==> src/rtl/decodificador_teclado_if.sv <==
// Keypad bus: column sense, row drive and the debounced key-event outputs.
// The decoder uses the master modport; the keypad/consumer side uses slave.
interface decodificador_teclado_if;
    logic [3:0] col_matrix;
    logic [3:0] lin_matrix;
    logic       key_valid;
    logic [3:0] key_code;

    modport master (
        input  col_matrix,
        output lin_matrix,
        output key_valid,
        output key_code
    );

    modport slave (
        output col_matrix,
        input  lin_matrix,
        input  key_valid,
        input  key_code
    );
endinterface

==> src/rtl/decodificador_teclado.sv <==
// 4x4 matrix keypad scanner with press/release debounce and one pulse per key event.
// Optional feature macro AUTO_REPEAT_EN: re-pulses key_valid while a key stays held.
module decodificador_teclado #(
    parameter int DEBOUNCE_CYCLES = 50,
    parameter int REPEAT_DELAY    = 1000,
    parameter int REPEAT_RATE     = 250
) (
    input  logic                          clk,
    input  logic                          rst,
    decodificador_teclado_if.master       kp
);

    typedef enum logic [1:0] {
        VARREDURA     = 2'd0,
        DEBOUNCE      = 2'd1,
        ESPERA_SOLTAR = 2'd2
    } state_t;

    localparam logic [15:0] DEB_TARGET = 16'(DEBOUNCE_CYCLES);

    // Row:column -> code, indexed by {row, col}.
    localparam logic [3:0] KEY_MAP [16] = '{
        4'h1, 4'h2, 4'h3, 4'hA,
        4'h4, 4'h5, 4'h6, 4'hB,
        4'h7, 4'h8, 4'h9, 4'hC,
        4'hE, 4'h0, 4'hF, 4'hD
    };

    generate
        if (DEBOUNCE_CYCLES < 2 || DEBOUNCE_CYCLES > 65535 ||
            REPEAT_DELAY < 1 || REPEAT_DELAY > 65535 ||
            REPEAT_RATE < 1 || REPEAT_RATE > 65535) begin : g_bad_param
            $error("decodificador_teclado: parameter out of range");
        end
    endgenerate

    logic [3:0]  r_sync1;
    logic [3:0]  r_sync2;
    state_t      r_state;
    state_t      w_state_next;
    logic [1:0]  r_row;
    logic [1:0]  w_row_next;
    logic [1:0]  r_slot;
    logic [1:0]  w_slot_next;
    logic [15:0] r_cnt;
    logic [15:0] w_cnt_next;
    logic [3:0]  r_pat;
    logic [3:0]  w_pat_next;
    logic [3:0]  r_key_code;
    logic [3:0]  w_key_code_next;
    logic        r_key_valid;
    logic        w_key_valid_next;

    logic [3:0]  w_cols;
    logic [3:0]  w_low;
    logic        w_single_low;
    logic [1:0]  w_col_idx;
    logic [15:0] w_cnt_inc;

    // Columns are asynchronous to clk; nothing looks at them before two flops.
    always_ff @(posedge clk) begin
        if (rst) begin
            r_sync1 <= 4'b1111;
            r_sync2 <= 4'b1111;
        end else begin
            r_sync1 <= kp.col_matrix;
            r_sync2 <= r_sync1;
        end
    end

    assign w_cols       = r_sync2;
    assign w_low        = ~w_cols;
    assign w_single_low = (w_low != 4'd0) && ((w_low & (w_low - 4'd1)) == 4'd0);
    assign w_cnt_inc    = (r_cnt == 16'hFFFF) ? r_cnt : r_cnt + 16'd1;

    always_comb begin
        w_col_idx = 2'd0;
        case (r_pat)
            4'b1110: w_col_idx = 2'd0;
            4'b1101: w_col_idx = 2'd1;
            4'b1011: w_col_idx = 2'd2;
            4'b0111: w_col_idx = 2'd3;
            default: w_col_idx = 2'd0;
        endcase
    end

    genvar gi;
    generate
        for (gi = 0; gi < 4; gi++) begin : g_row_drive
            assign kp.lin_matrix[gi] = (r_row != 2'(gi));
        end
    endgenerate

    assign kp.key_valid = r_key_valid;
    assign kp.key_code  = r_key_code;

`ifdef AUTO_REPEAT_EN
    localparam logic [15:0] REP_DELAY = 16'(REPEAT_DELAY);
    localparam logic [15:0] REP_RATE  = 16'(REPEAT_RATE);

    logic [15:0] r_rep_cnt;
    logic [15:0] w_rep_cnt_next;
    logic        r_rep_first;
    logic        w_rep_first_next;
    logic [15:0] w_rep_inc;
    logic [15:0] w_rep_target;

    assign w_rep_inc    = (r_rep_cnt == 16'hFFFF) ? r_rep_cnt : r_rep_cnt + 16'd1;
    assign w_rep_target = r_rep_first ? REP_DELAY : REP_RATE;
`endif

    always_comb begin
        w_state_next     = r_state;
        w_row_next       = r_row;
        w_slot_next      = r_slot;
        w_cnt_next       = r_cnt;
        w_pat_next       = r_pat;
        w_key_code_next  = r_key_code;
        w_key_valid_next = 1'b0;
`ifdef AUTO_REPEAT_EN
        w_rep_cnt_next   = r_rep_cnt;
        w_rep_first_next = r_rep_first;
`endif
        case (r_state)
            VARREDURA: begin
                if (r_slot == 2'd3) begin
                    w_slot_next = 2'd0;
                    if (w_single_low) begin
                        w_pat_next   = w_cols;
                        w_cnt_next   = 16'd1;
                        w_state_next = DEBOUNCE;
                    end else begin
                        w_row_next = r_row + 2'd1;
                    end
                end else begin
                    w_slot_next = r_slot + 2'd1;
                end
            end
            DEBOUNCE: begin
                if (w_cols != r_pat) begin
                    w_state_next = VARREDURA;
                    w_row_next   = 2'd0;
                    w_slot_next  = 2'd0;
                    w_cnt_next   = 16'd0;
                end else if (w_cnt_inc >= DEB_TARGET) begin
                    w_key_code_next  = KEY_MAP[{r_row, w_col_idx}];
                    w_key_valid_next = 1'b1;
                    w_cnt_next       = 16'd0;
                    w_state_next     = ESPERA_SOLTAR;
`ifdef AUTO_REPEAT_EN
                    w_rep_cnt_next   = 16'd0;
                    w_rep_first_next = 1'b1;
`endif
                end else begin
                    w_cnt_next = w_cnt_inc;
                end
            end
            ESPERA_SOLTAR: begin
                // Release counter only advances on all-high columns; any low bit restarts it.
                if (w_cols == 4'b1111) begin
                    if (w_cnt_inc >= DEB_TARGET) begin
                        w_state_next = VARREDURA;
                        w_row_next   = 2'd0;
                        w_slot_next  = 2'd0;
                        w_cnt_next   = 16'd0;
                    end else begin
                        w_cnt_next = w_cnt_inc;
                    end
                end else begin
                    w_cnt_next = 16'd0;
                end
`ifdef AUTO_REPEAT_EN
                if (w_cols == r_pat) begin
                    if (w_rep_inc >= w_rep_target && !r_key_valid) begin
                        w_key_valid_next = 1'b1;
                        w_rep_cnt_next   = 16'd0;
                        w_rep_first_next = 1'b0;
                    end else begin
                        w_rep_cnt_next = w_rep_inc;
                    end
                end
`endif
            end
            default: begin
                w_state_next = VARREDURA;
                w_row_next   = 2'd0;
                w_slot_next  = 2'd0;
                w_cnt_next   = 16'd0;
            end
        endcase
    end

    always_ff @(posedge clk) begin
        if (rst) begin
            r_state     <= VARREDURA;
            r_row       <= 2'd0;
            r_slot      <= 2'd0;
            r_cnt       <= 16'd0;
            r_pat       <= 4'b1111;
            r_key_code  <= 4'h0;
            r_key_valid <= 1'b0;
        end else begin
            r_state     <= w_state_next;
            r_row       <= w_row_next;
            r_slot      <= w_slot_next;
            r_cnt       <= w_cnt_next;
            r_pat       <= w_pat_next;
            r_key_code  <= w_key_code_next;
            r_key_valid <= w_key_valid_next;
        end
    end

`ifdef AUTO_REPEAT_EN
    always_ff @(posedge clk) begin
        if (rst) begin
            r_rep_cnt   <= 16'd0;
            r_rep_first <= 1'b1;
        end else begin
            r_rep_cnt   <= w_rep_cnt_next;
            r_rep_first <= w_rep_first_next;
        end
    end
`endif

endmodule

==> src/flat_wrapper.sv <==
// flat-port wrapper written by rule: the top's interface ports become plain ports
module decodificador_teclado_flat 
#(
    parameter int DEBOUNCE_CYCLES = 50,
    parameter int REPEAT_DELAY    = 1000,
    parameter int REPEAT_RATE     = 250
)
  (clk, rst, kp_col_matrix, kp_lin_matrix, kp_key_valid, kp_key_code);
  decodificador_teclado_if kp_i ();
  input  logic clk;
  input  logic rst;
  input wire logic [$bits(kp_i.col_matrix)-1:0] kp_col_matrix;
  output wire logic [$bits(kp_i.lin_matrix)-1:0] kp_lin_matrix;
  output wire logic [$bits(kp_i.key_valid)-1:0] kp_key_valid;
  output wire logic [$bits(kp_i.key_code)-1:0] kp_key_code;
  assign kp_i.col_matrix = kp_col_matrix;
  assign kp_lin_matrix = kp_i.lin_matrix;
  assign kp_key_valid = kp_i.key_valid;
  assign kp_key_code = kp_i.key_code;
  decodificador_teclado #(.DEBOUNCE_CYCLES(DEBOUNCE_CYCLES), .REPEAT_DELAY(REPEAT_DELAY), .REPEAT_RATE(REPEAT_RATE)) u_core (.clk(clk), .rst(rst), .kp(kp_i));
endmodule
==> config.mk <==
export PLATFORM = sky130hd
export DESIGN_NAME = decodificador_teclado_flat
export DESIGN_NICKNAME = d
export VERILOG_FILES = /design/src/rtl/decodificador_teclado_if.sv /design/src/rtl/decodificador_teclado.sv /design/src/flat_wrapper.sv
export SDC_FILE = /design/constraint.sdc
export NUM_CORES = 1
export LEC_CHECK = 0
export CORE_ASPECT_RATIO = 1.1
export CORE_MARGIN = 4
export CORE_UTILIZATION = 35
export DETAILED_ROUTE_END_ITERATION = 7
export GPL_ROUTABILITY_DRIVEN = 0
export PLACE_DENSITY = 0.51
export SYNTH_ARGS = -nofsm -noshare
export SYNTH_HDL_FRONTEND = slang
export SYNTH_SLANG_ARGS = --single-unit
==> constraint.sdc <==
create_clock -name clk -period 3.9 [get_ports clk]
set_input_delay 0.39 -clock clk [delete_from_list [all_inputs] [get_ports clk]]
set_output_delay 0.39 -clock clk [all_outputs]
set_load 0.005 [all_outputs]
After elaboration in Yosys (flattened, before gate mapping)
Memories as Yosys holds them, arrays and structs flattened. A register that Yosys moved wholly into a read port is not among the register bits.
Index checks and enable logic that the tools add are counted.

cells by class
  add/subtract/negate cells = 4
  magnitude comparators = 1
  equality and inequality tests = 19
  muxes and demuxes = 22
  bitwise operators = 5
  reductions and logical operators = 12

operators by type and width
  operator               count
  $mux 16                6
  $pmux 16 s3            1
  $pmux 2 s3             4
  $mux 2                 10
  $add 16x1->16 const B  1
  $eq 16x16->1 const B   1
  $ge 16x6->1 const B    1
  $eq 4x4->1 const B     3
  $ne 2x1->1 const B     6
  $reduce_and 5->1       2
  $reduce_and 3->1       3
  $ne 2x2->1 const B     3
  $not 4->5              1
  $add 2x1->2 const B    2
  $and 4x4->4            1
  $eq 2x2->1 const B     2
  $eq 4x3->1 const B     1
  $logic_not 4->1        1
  $ne 4x4->1             1
  $not 4->4              1
  $reduce_bool 4->1      1
  $sub 4x1->4 const B    1
  $ne 3x1->1 const B     1
  $reduce_or 3->1        1
  other kinds (7)        8

storage, ports and cells
  flip-flop bits (word level) = 35
  bits in read-only memories = 64
  memories = 1

memory list
  name              depth  width  rd ports  clocked after memory_dff  wr ports  line                          RTL
  (name not given)  16     4      1         1                         0         decodificador_teclado.sv:146  w_key_code_next = KEY_MAP[{r_row, w_col_idx}];

Logic depth before layout (Yosys ltp)
Gate-level depths: netlist of the first run.

  depth after elaboration = 8
  depth in mapped cells = 10
  depth with buffers taken out = 8

Worst setup path before layout of the first run
OpenSTA, ideal clock, no wires.

  kind = register -> register
  start = reg u_core.r_cnt[0]
  end = reg u_core.r_cnt[1]
  setup time = 0.063 ns
  data arrival time = 2.729 ns
  data required time = 3.837 ns
  setup slack = 1.108 ns
  cell stages (with the launch flop) = 11
  period minus slack after synthesis = 2.792 ns
  cells stage by stage = dfxtp_1 -> ha_1 -> buf_6 -> nand2_1 -> nor4_1 -> xor2_1 -> or4_4 -> or4_1 -> buf_6 -> nor3_2 -> a32o_2

between the ends
  longest elaborated chain between the ends = 6
  elaborated cells between the ends (all ways) = 8

RTL lines
  what                                           line                                                        RTL
  start: declaration                             decodificador_teclado.sv:45                                 logic [15:0] r_cnt;
  start signal: assignment                       decodificador_teclado.sv:206                                r_cnt <= w_cnt_next;
  $add 16x1->16 or $eq 16x16->1 (tied branches)  decodificador_teclado.sv:74                                 assign w_cnt_inc = (r_cnt == 16'hFFFF) ? r_cnt : r_cnt + 16'd1;
  $mux 16 *                                      decodificador_teclado.sv:74
  $ge 16x6->1                                    decodificador_teclado.sv:145, decodificador_teclado.sv:161
  $mux 16 *                                      decodificador_teclado.sv:145, decodificador_teclado.sv:161
  $mux 16, on equally long branches              decodificador_teclado.sv:160, decodificador_teclado.sv:140
  $pmux 16 s3 *                                  decodificador_teclado.sv:124                                case (r_state)

Every way passes the cells marked *; elsewhere a longest branch is shown, timed or not.
A chain may end at the register's enable or synchronous reset.

Worst setup path after layout of the first run
Ends and elaborated chain as after synthesis.

==> results of run 1 <==
[worst max-delay path: stages (launching register included)]
cell     delay (ns)
dfxtp_1        0.47
ha_1           0.39
nand2_1        0.21
nor4_1         0.33
xor2_1         0.11
or4_4          0.55
or4_1          0.71
nor3_2         0.21
a32o_2         0.18
[per-stage QoR]
| stage | power, mW | worst slack [ns] |
|---|---|---|
| floorplan | 0.4486 | 1.108 |
| global placement | 0.4635 | 0.7788 |
| detailed placement | 0.4641 | 0.7381 |
| CTS | 0.7740 | 0.7011 |
| global route | 0.7962 | 0.4548 |
| finish | 0.7559 | 0.6686 |
[per-layer routing]
metal / up-vias / global-route usage, %
met2: 27 / 21.12
met1: 859 / 15.32
met3: 7 / 2.965
li1: 944 / -
met5: - / 0
met4: 0 / 4.424
[cell families (layout without fill, tap and decap cells)]
group           Yosys count  count (layout)  synth area share, %
flops                    39              39                34.84
xor+xnor                 10              10                3.909
simple gates             97              97                26.35
buf+inv                  26              40                6.532
fa+ha+maj                11              11                6.142
compound gates           62              62                18.54
mux                       7               7                3.685
[layout make-up]
cell class,instances,area (µm²),area share [%]
clock buffers,7,96.34,3.827
well taps,80,100.1,3.976
clock inverters,1,7.507,0.2982
flip-flops and latches,39,780.7,31.01
repair buffers,17,162.7,6.461
multi-input cells,187,1314,52.19
inverters,15,56.30,2.237
[placed cells by master, fill, tap and decap left out, drive strengths merged, types with 3 or more instances in the layout]
cell type,count
o21ai,7
inv,14
nor3b,3
nor4,5
nand2,17
or2,9
nor3,8
dfxtp,39
xor2,8
nor2,15
a211oi,4
a21oi,19
clkdlybuf4s50,14
nand4,6
and3,5
nand3,6
ha,11
o211ai,3
a31oi,9
a311oi,8
buf,3
clkbuf,7
and2,12
mux2i,6
[synth_stat cells, types with 3 or more instances]
cell      instances
a31oi_1           9
or2_2             9
nor3_1            7
inv_1            14
o211ai_1          3
and3_1            3
buf_6             5
xor2_1            8
dfxtp_1          39
buf_4             3
nor2_1           15
a311oi_1          8
ha_1             11
and2_1           10
o21ai_0           5
a21oi_1          19
a211oi_1          4
clkbuf_1          3
nand2_1          17
nor4_1            4
mux2i_1           6
nand4_1           6
nor3b_1           3
nand3_1           4
[state kept, by name, summed over array words and instances (netlist names)]
| name | cells |
|---|---|
| u_core.kp.key_valid | 1 |
| u_core.r_state | 2 |
| u_core.r_sync1 | 4 |
| u_core.r_sync2 | 4 |
| u_core.r_row | 2 |
| u_core.r_slot | 2 |
| u_core.r_cnt | 16 |
| u_core.r_pat | 4 |
| u_core.kp.key_code | 4 |
[worst max-delay path by stage]
| stage | startpoint | cells after the start | slack (ns) | endpoint |
|---|---|---|---|---|
| after detailed placement | u_core.r_cnt[0] | 8 | 0.74 | u_core.r_cnt[1] |
| after global placement | u_core.r_cnt[0] | 8 | 0.78 | u_core.r_cnt[1] |
| after global routing | u_core.r_cnt[0] | 8 | 0.45 | u_core.kp.key_code[0] |
| final | u_core.r_cnt[0] | 8 | 0.67 | u_core.r_cnt[1] |
| after CTS | u_core.r_cnt[0] | 8 | 0.70 | u_core.r_cnt[1] |
| after floorplan | u_core.r_cnt[0] | 10 | 1.11 | u_core.r_cnt[1] |
[report_power, final]
group          switching, mW  internal (mW)  leakage (nW)  total [mW]
Combinational         0.0226         0.0211         0.590      0.0437
Sequential           0.00592          0.405         0.317       0.410
Clock                  0.141          0.161        0.0505       0.302
==> parameters.txt, run 1 <==
Parameter                              Value

Hold path
  Worst hold endpoint ... u_core.r_sync2[3]
  Hold Path Origin ... u_core.r_sync1[3]
  Min-Delay Path Class ... flip-flop to flip-flop
  Worst hold path cell count ... 1

Clocking
  Maximum clock path buffer count ... 2
  Clock latency at the later pin of the worst-skew pair ... 0.29 ns
  CTS Root Buffer Type ... clkbuf_8
  Clock tree from TritonCTS ... done
  Cts bufs inserted ... 5
  Clock transition time at the flip-flop clock pins of the worst setup and hold paths ... 0.08 ns
  Level count of the clock H-tree ... 2
  Post-cts sizing count ... 0
  Clock sink count ... 39
  Number of post-CTS setup repair buffers ... 0
  CTS Hold Buffers Added ... 0

Yosys
  Net count after synthesis ... 269
  Cell count after synthesis ... 252
  Commonest register cell after synthesis ... dfxtp_1
  Synthesized cell area ... 0.002241 mm²
  Synth unique cells ... 52
  Number of synthesized flops with an enable pin ... 0
  Post-synth top area cell ... dfxtp_1
  Area share of the leading cell type in the synthesized netlist ... 34.84%
  Number of synthesized register bits ... 39
  Post-synth ARST share ... 0%
  Yosys synthesis warning count ... 0
  Cell types with the largest area share after synthesis ... dfxtp_1, ha_1, a21oi_1
  Proportion of synthesized chip area in sequential cells ... 34.84%
  Avg Inst Size Synth ... 8.892 µm²

Setup path
  CP Capture Type ... flip-flop
  Reg-to-reg startpoint ... u_core.r_cnt[0]
  Register-to-register setup slack ... 0.67 ns
  Endpoint of the worst-slack reg-to-reg timing path ... u_core.r_cnt[1]
  Reg2Reg Depth ... 8
  Critical Path Fanout Max ... 10
  Category of the critical setup timing path ... flip-flop to flip-flop
  Arrival time at the worst endpoint ... 3.47 ns
  Sort of element at the start of the critical path ... flip-flop
  Worst path required time ... 4.14 ns

Floorplanning
  Die width ... 84.29 µm
  Die outline height ... 91.92 µm
  Initial standard-cell utilization of the core ... 36.18%
  Placement row count ... 30
  Number of top-level pins ... 15
  Full die area ... 0.007748 mm²
  Placeable core region ... 0.006193 mm²

Global route
  Combined global-route utilization of all metal layers ... 12.46%
  Initial antenna violation count ... 0
  Total gr overflow ... 0
  Wire length of the first global-routing pass ... 7.872 mm
  Pin count of the biggest net entering global routing ... 19
  Number of global-route vias before repair ... 1653

STA
  Peak clock frequency supported by timing ... 0.3095 GHz
  Worst-case hold slack ... 0.4129 ns
  Total count of hold-check failures in the final report ... 0
  Final setup fails ... 0
  Setup repair after global routing missed its margin ... no
  Shortest period the worst path allows ... 3.231 ns
  Share of the cycle needed by the critical path after routing ... 82.86%
  Setup skew after layout ... 0.009561 ns
  Measured slew at the worst slew-check pin ... 0.9081 ns
  Final count of pins violating max slew ... 0
  Relative slew slack ... 38.92%
  Setup total negative slack ... 0 ns

Placed design
  Number of cells after detailed placement ... 338
  HPWL reported at the end of detailed placement ... 3.376 mm
  Standard cell area after detailed placement ... 0.002414 mm²
  Total of buffers placed on input and output ports ... 14

Drt
  Drt initial violations ... 61
  Drt drc ... 0
  Routed length on met3 ... 143 µm
  Routed via count ... 1837
  Average vias per placed instance ... 5.309
  Top sig layer ... met4
  Routed wire length on met2 ... 2.314 mm
  Wire per inst ... 13.48 µm
  Final ANT Viol Nets ... 0
  Count of TritonRoute iterations in the first routing pass ... 4
  Post-Route M1 WL ... 2.140 mm
  Routed wire length ... 4.664 mm

Cells and area
  Fin cells ... 346
  Number of diodes ... 0
  Growth of design area from synthesis to finish ... 12.34%
  Fillers ... 647
  Fin util ... 40.65%
  Nets ... 282
  Share of final-layout standard cells stronger than drive strength 1 ... 12.41%
  Final instance area ... 0.002517 mm²

Pwr
  LEAKAGE ... 0.9576 nW
  Max IR drop VDD ... 0.0001755 V
  Power per unit of standard cell area ... 300.3 mW/mm²

Outcome
  Run status ... finished clean

Flow run
  Reported max-cap violation count ... 0
Note: power is estimated with default switching activity, not from simulation.
==> run 2: changes to the inputs <==
Settings changed: PLACE_DENSITY 0.51 to 0.53.
Clock period 3.9 ns to 2.79 ns, I/O delays scaled along.
==> parameters.txt, run 2 (same netlist as run 1, synthesis figures left out) <==
Parameter                              Value

Cells and area
  Fin util ... 42.87%
  Growth of design area from synthesis to finish ... 18.48%
  Nets ... 294
  Largest register FFs ... 16
  Most common cell after layout, fill and taps aside ... dfxtp_1
  Number of diodes ... 0
  Final instance area ... 0.002655 mm²
  Sequential Area ... 782.0 µm²
  Fin cells ... 358
  Most used cells in the layout excluding fill and tap cells ... dfxtp_1, a21oi_1, nand2_1, nor2_1
  Largest register by flop count ... u_core.r_cnt
  Fillers ... 624
  Multi-input combinational cell area ... 0.001339 mm²
  Share of final-layout standard cells stronger than drive strength 1 ... 17.63%

STA
  Final count of pins violating max slew ... 0
  Total count of hold-check failures in the final report ... 0
  Measured slew at the worst slew-check pin ... 0.4946 ns
  Relative slew slack ... 66.90%
  Shortest period the worst path allows ... 2.652 ns
  Setup total negative slack ... 0 ns
  Setup skew after layout ... 0.007351 ns
  Smallest setup slack after layout ... 0.1378 ns
  Peak clock frequency supported by timing ... 0.3770 GHz
  Setup repair after global routing missed its margin ... no
  Share of the cycle needed by the critical path after routing ... 95.06%
  Final setup fails ... 0

Clocking
  Cts bufs inserted ... 5
  Maximum clock path buffer count ... 2
  Level count of the clock H-tree ... 2
  Clock latency at the later pin of the worst-skew pair ... 0.30 ns
  Clock tree from TritonCTS ... done
  Clock sink count ... 39
  Clock transition time at the flip-flop clock pins of the worst setup and hold paths ... 0.08 ns
  CTS Hold Buffers Added ... 0
  CTS Root Buffer Type ... clkbuf_8

Drt
  Final ANT Viol Nets ... 0
  Post-Route M1 WL ... 2.207 mm
  Routed length on met3 ... 147 µm
  Drt drc ... 0
  Routed via count ... 1871
  Routed wire length ... 4.734 mm
  Drt initial violations ... 73
  Wire per inst ... 13.22 µm
  Count of TritonRoute iterations in the first routing pass ... 4
  Average vias per placed instance ... 5.226
  Top sig layer ... met4
  Routed wire length on met2 ... 2.304 mm

Floorplanning
  Number of top-level pins ... 15
  Placeable core region ... 0.006193 mm²
  Placement row count ... 30
  Die width ... 84.29 µm
  Initial standard-cell utilization of the core ... 36.18%
  Full die area ... 0.007748 mm²
  Die outline height ... 91.92 µm

Setup path
  Category of the critical setup timing path ... flip-flop to flip-flop
  Sort of element at the start of the critical path ... flip-flop
  Worst path required time ... 3.03 ns
  Critical Path Fanout Max ... 9
  CP Capture Type ... flip-flop
  Arrival time at the worst endpoint ... 2.89 ns

Global route
  Wire length of the first global-routing pass ... 8.197 mm
  Number of global-route vias before repair ... 1748
  Initial antenna violation count ... 0
  Pin count of the biggest net entering global routing ... 21
  Combined global-route utilization of all metal layers ... 12.94%
  Total gr overflow ... 0

Placed design
  DP Worst Slack ... 0.04875 ns
  Total of buffers placed on input and output ports ... 14
  Number of cells after detailed placement ... 350
  Standard cell area after detailed placement ... 0.002524 mm²
  HPWL reported at the end of detailed placement ... 3.443 mm

Outcome
  Run status ... finished clean

Pwr
  Max IR drop VDD ... 0.0002039 V
  LEAKAGE ... 1.040 nW
  Power per unit of standard cell area ... 419.6 mW/mm²

Flow run
  Reported max-cap violation count ... 0

Hold path
  Min-Delay Path Class ... flip-flop to flip-flop
run 2: cell types whose count changed in the layout (fill, tap and decap cells not counted), sizes merged:
cell	previous run	this run
clkinv	1	3
clkinvlp	1	0
buf	3	15
bufinv	0	1
clkbuf	7	5
run 2: metal layers:
layer  global-route usage (%)  vias up
met3                    2.785        6
met4                    4.826        0
met5                        0        -
li1                         -      967
met2                    21.71       22
met1                    16.16      876
run 2: power by group:
group          switching [mW]  internal, mW  total (mW)
registers             0.00802         0.565       0.573
logic                  0.0318        0.0299      0.0617
clock network           0.213         0.266       0.479
run 2: repair_timing:
action	CTS	global route
setup endpoints to repair	0	8
setup buffers	0	0
gates resized for setup	0	3
run 2: worst paths after layout:
kind / from / end / slack [ns] / cells past startpoint
worst max-delay path: u_core.r_cnt[1] / u_core.r_cnt[1] / 0.14 / 8
worst min-delay path: u_core.r_sync1[0] / u_core.r_sync2[0] / 0.41 / 1
worst max register to register: u_core.r_cnt[1] / u_core.r_cnt[1] / 0.14 / 8
worst min register to register: u_core.r_sync1[0] / u_core.r_sync2[0] / 0.41 / 1
run 2: critical path, cell delays in order (launching register included):
cell and delay, ns:
dfxtp_1 0.33, ha_1 0.16, nand2_1 0.13, nor4b_4 0.35, mux2i_1 0.13, or4_4 0.55, or4_4 0.60, nor3_2 0.17
a32o_2 0.17
run 2: layout make-up:
type	count	share of cell area, %
Tap cell	80	3.770
Clock buffer	5	2.592
Clock inverter	3	1.649
Sequential cell	39	29.45
Multi-Input combinational cell	187	50.42
Inverter	15	2.121
Timing Repair Buffer	29	9.991
run 2: per-stage QoR:
step	power (mW)	hold WS (ns)
4_1_cts	1.127	0.4137
6_report	1.114	0.4120
2_1_floorplan	0.6271	0.3828
3_5_place_dp	0.6488	0.3936
5_1_grt	1.160	0.4276
3_3_place_gp	0.6481	0.3920
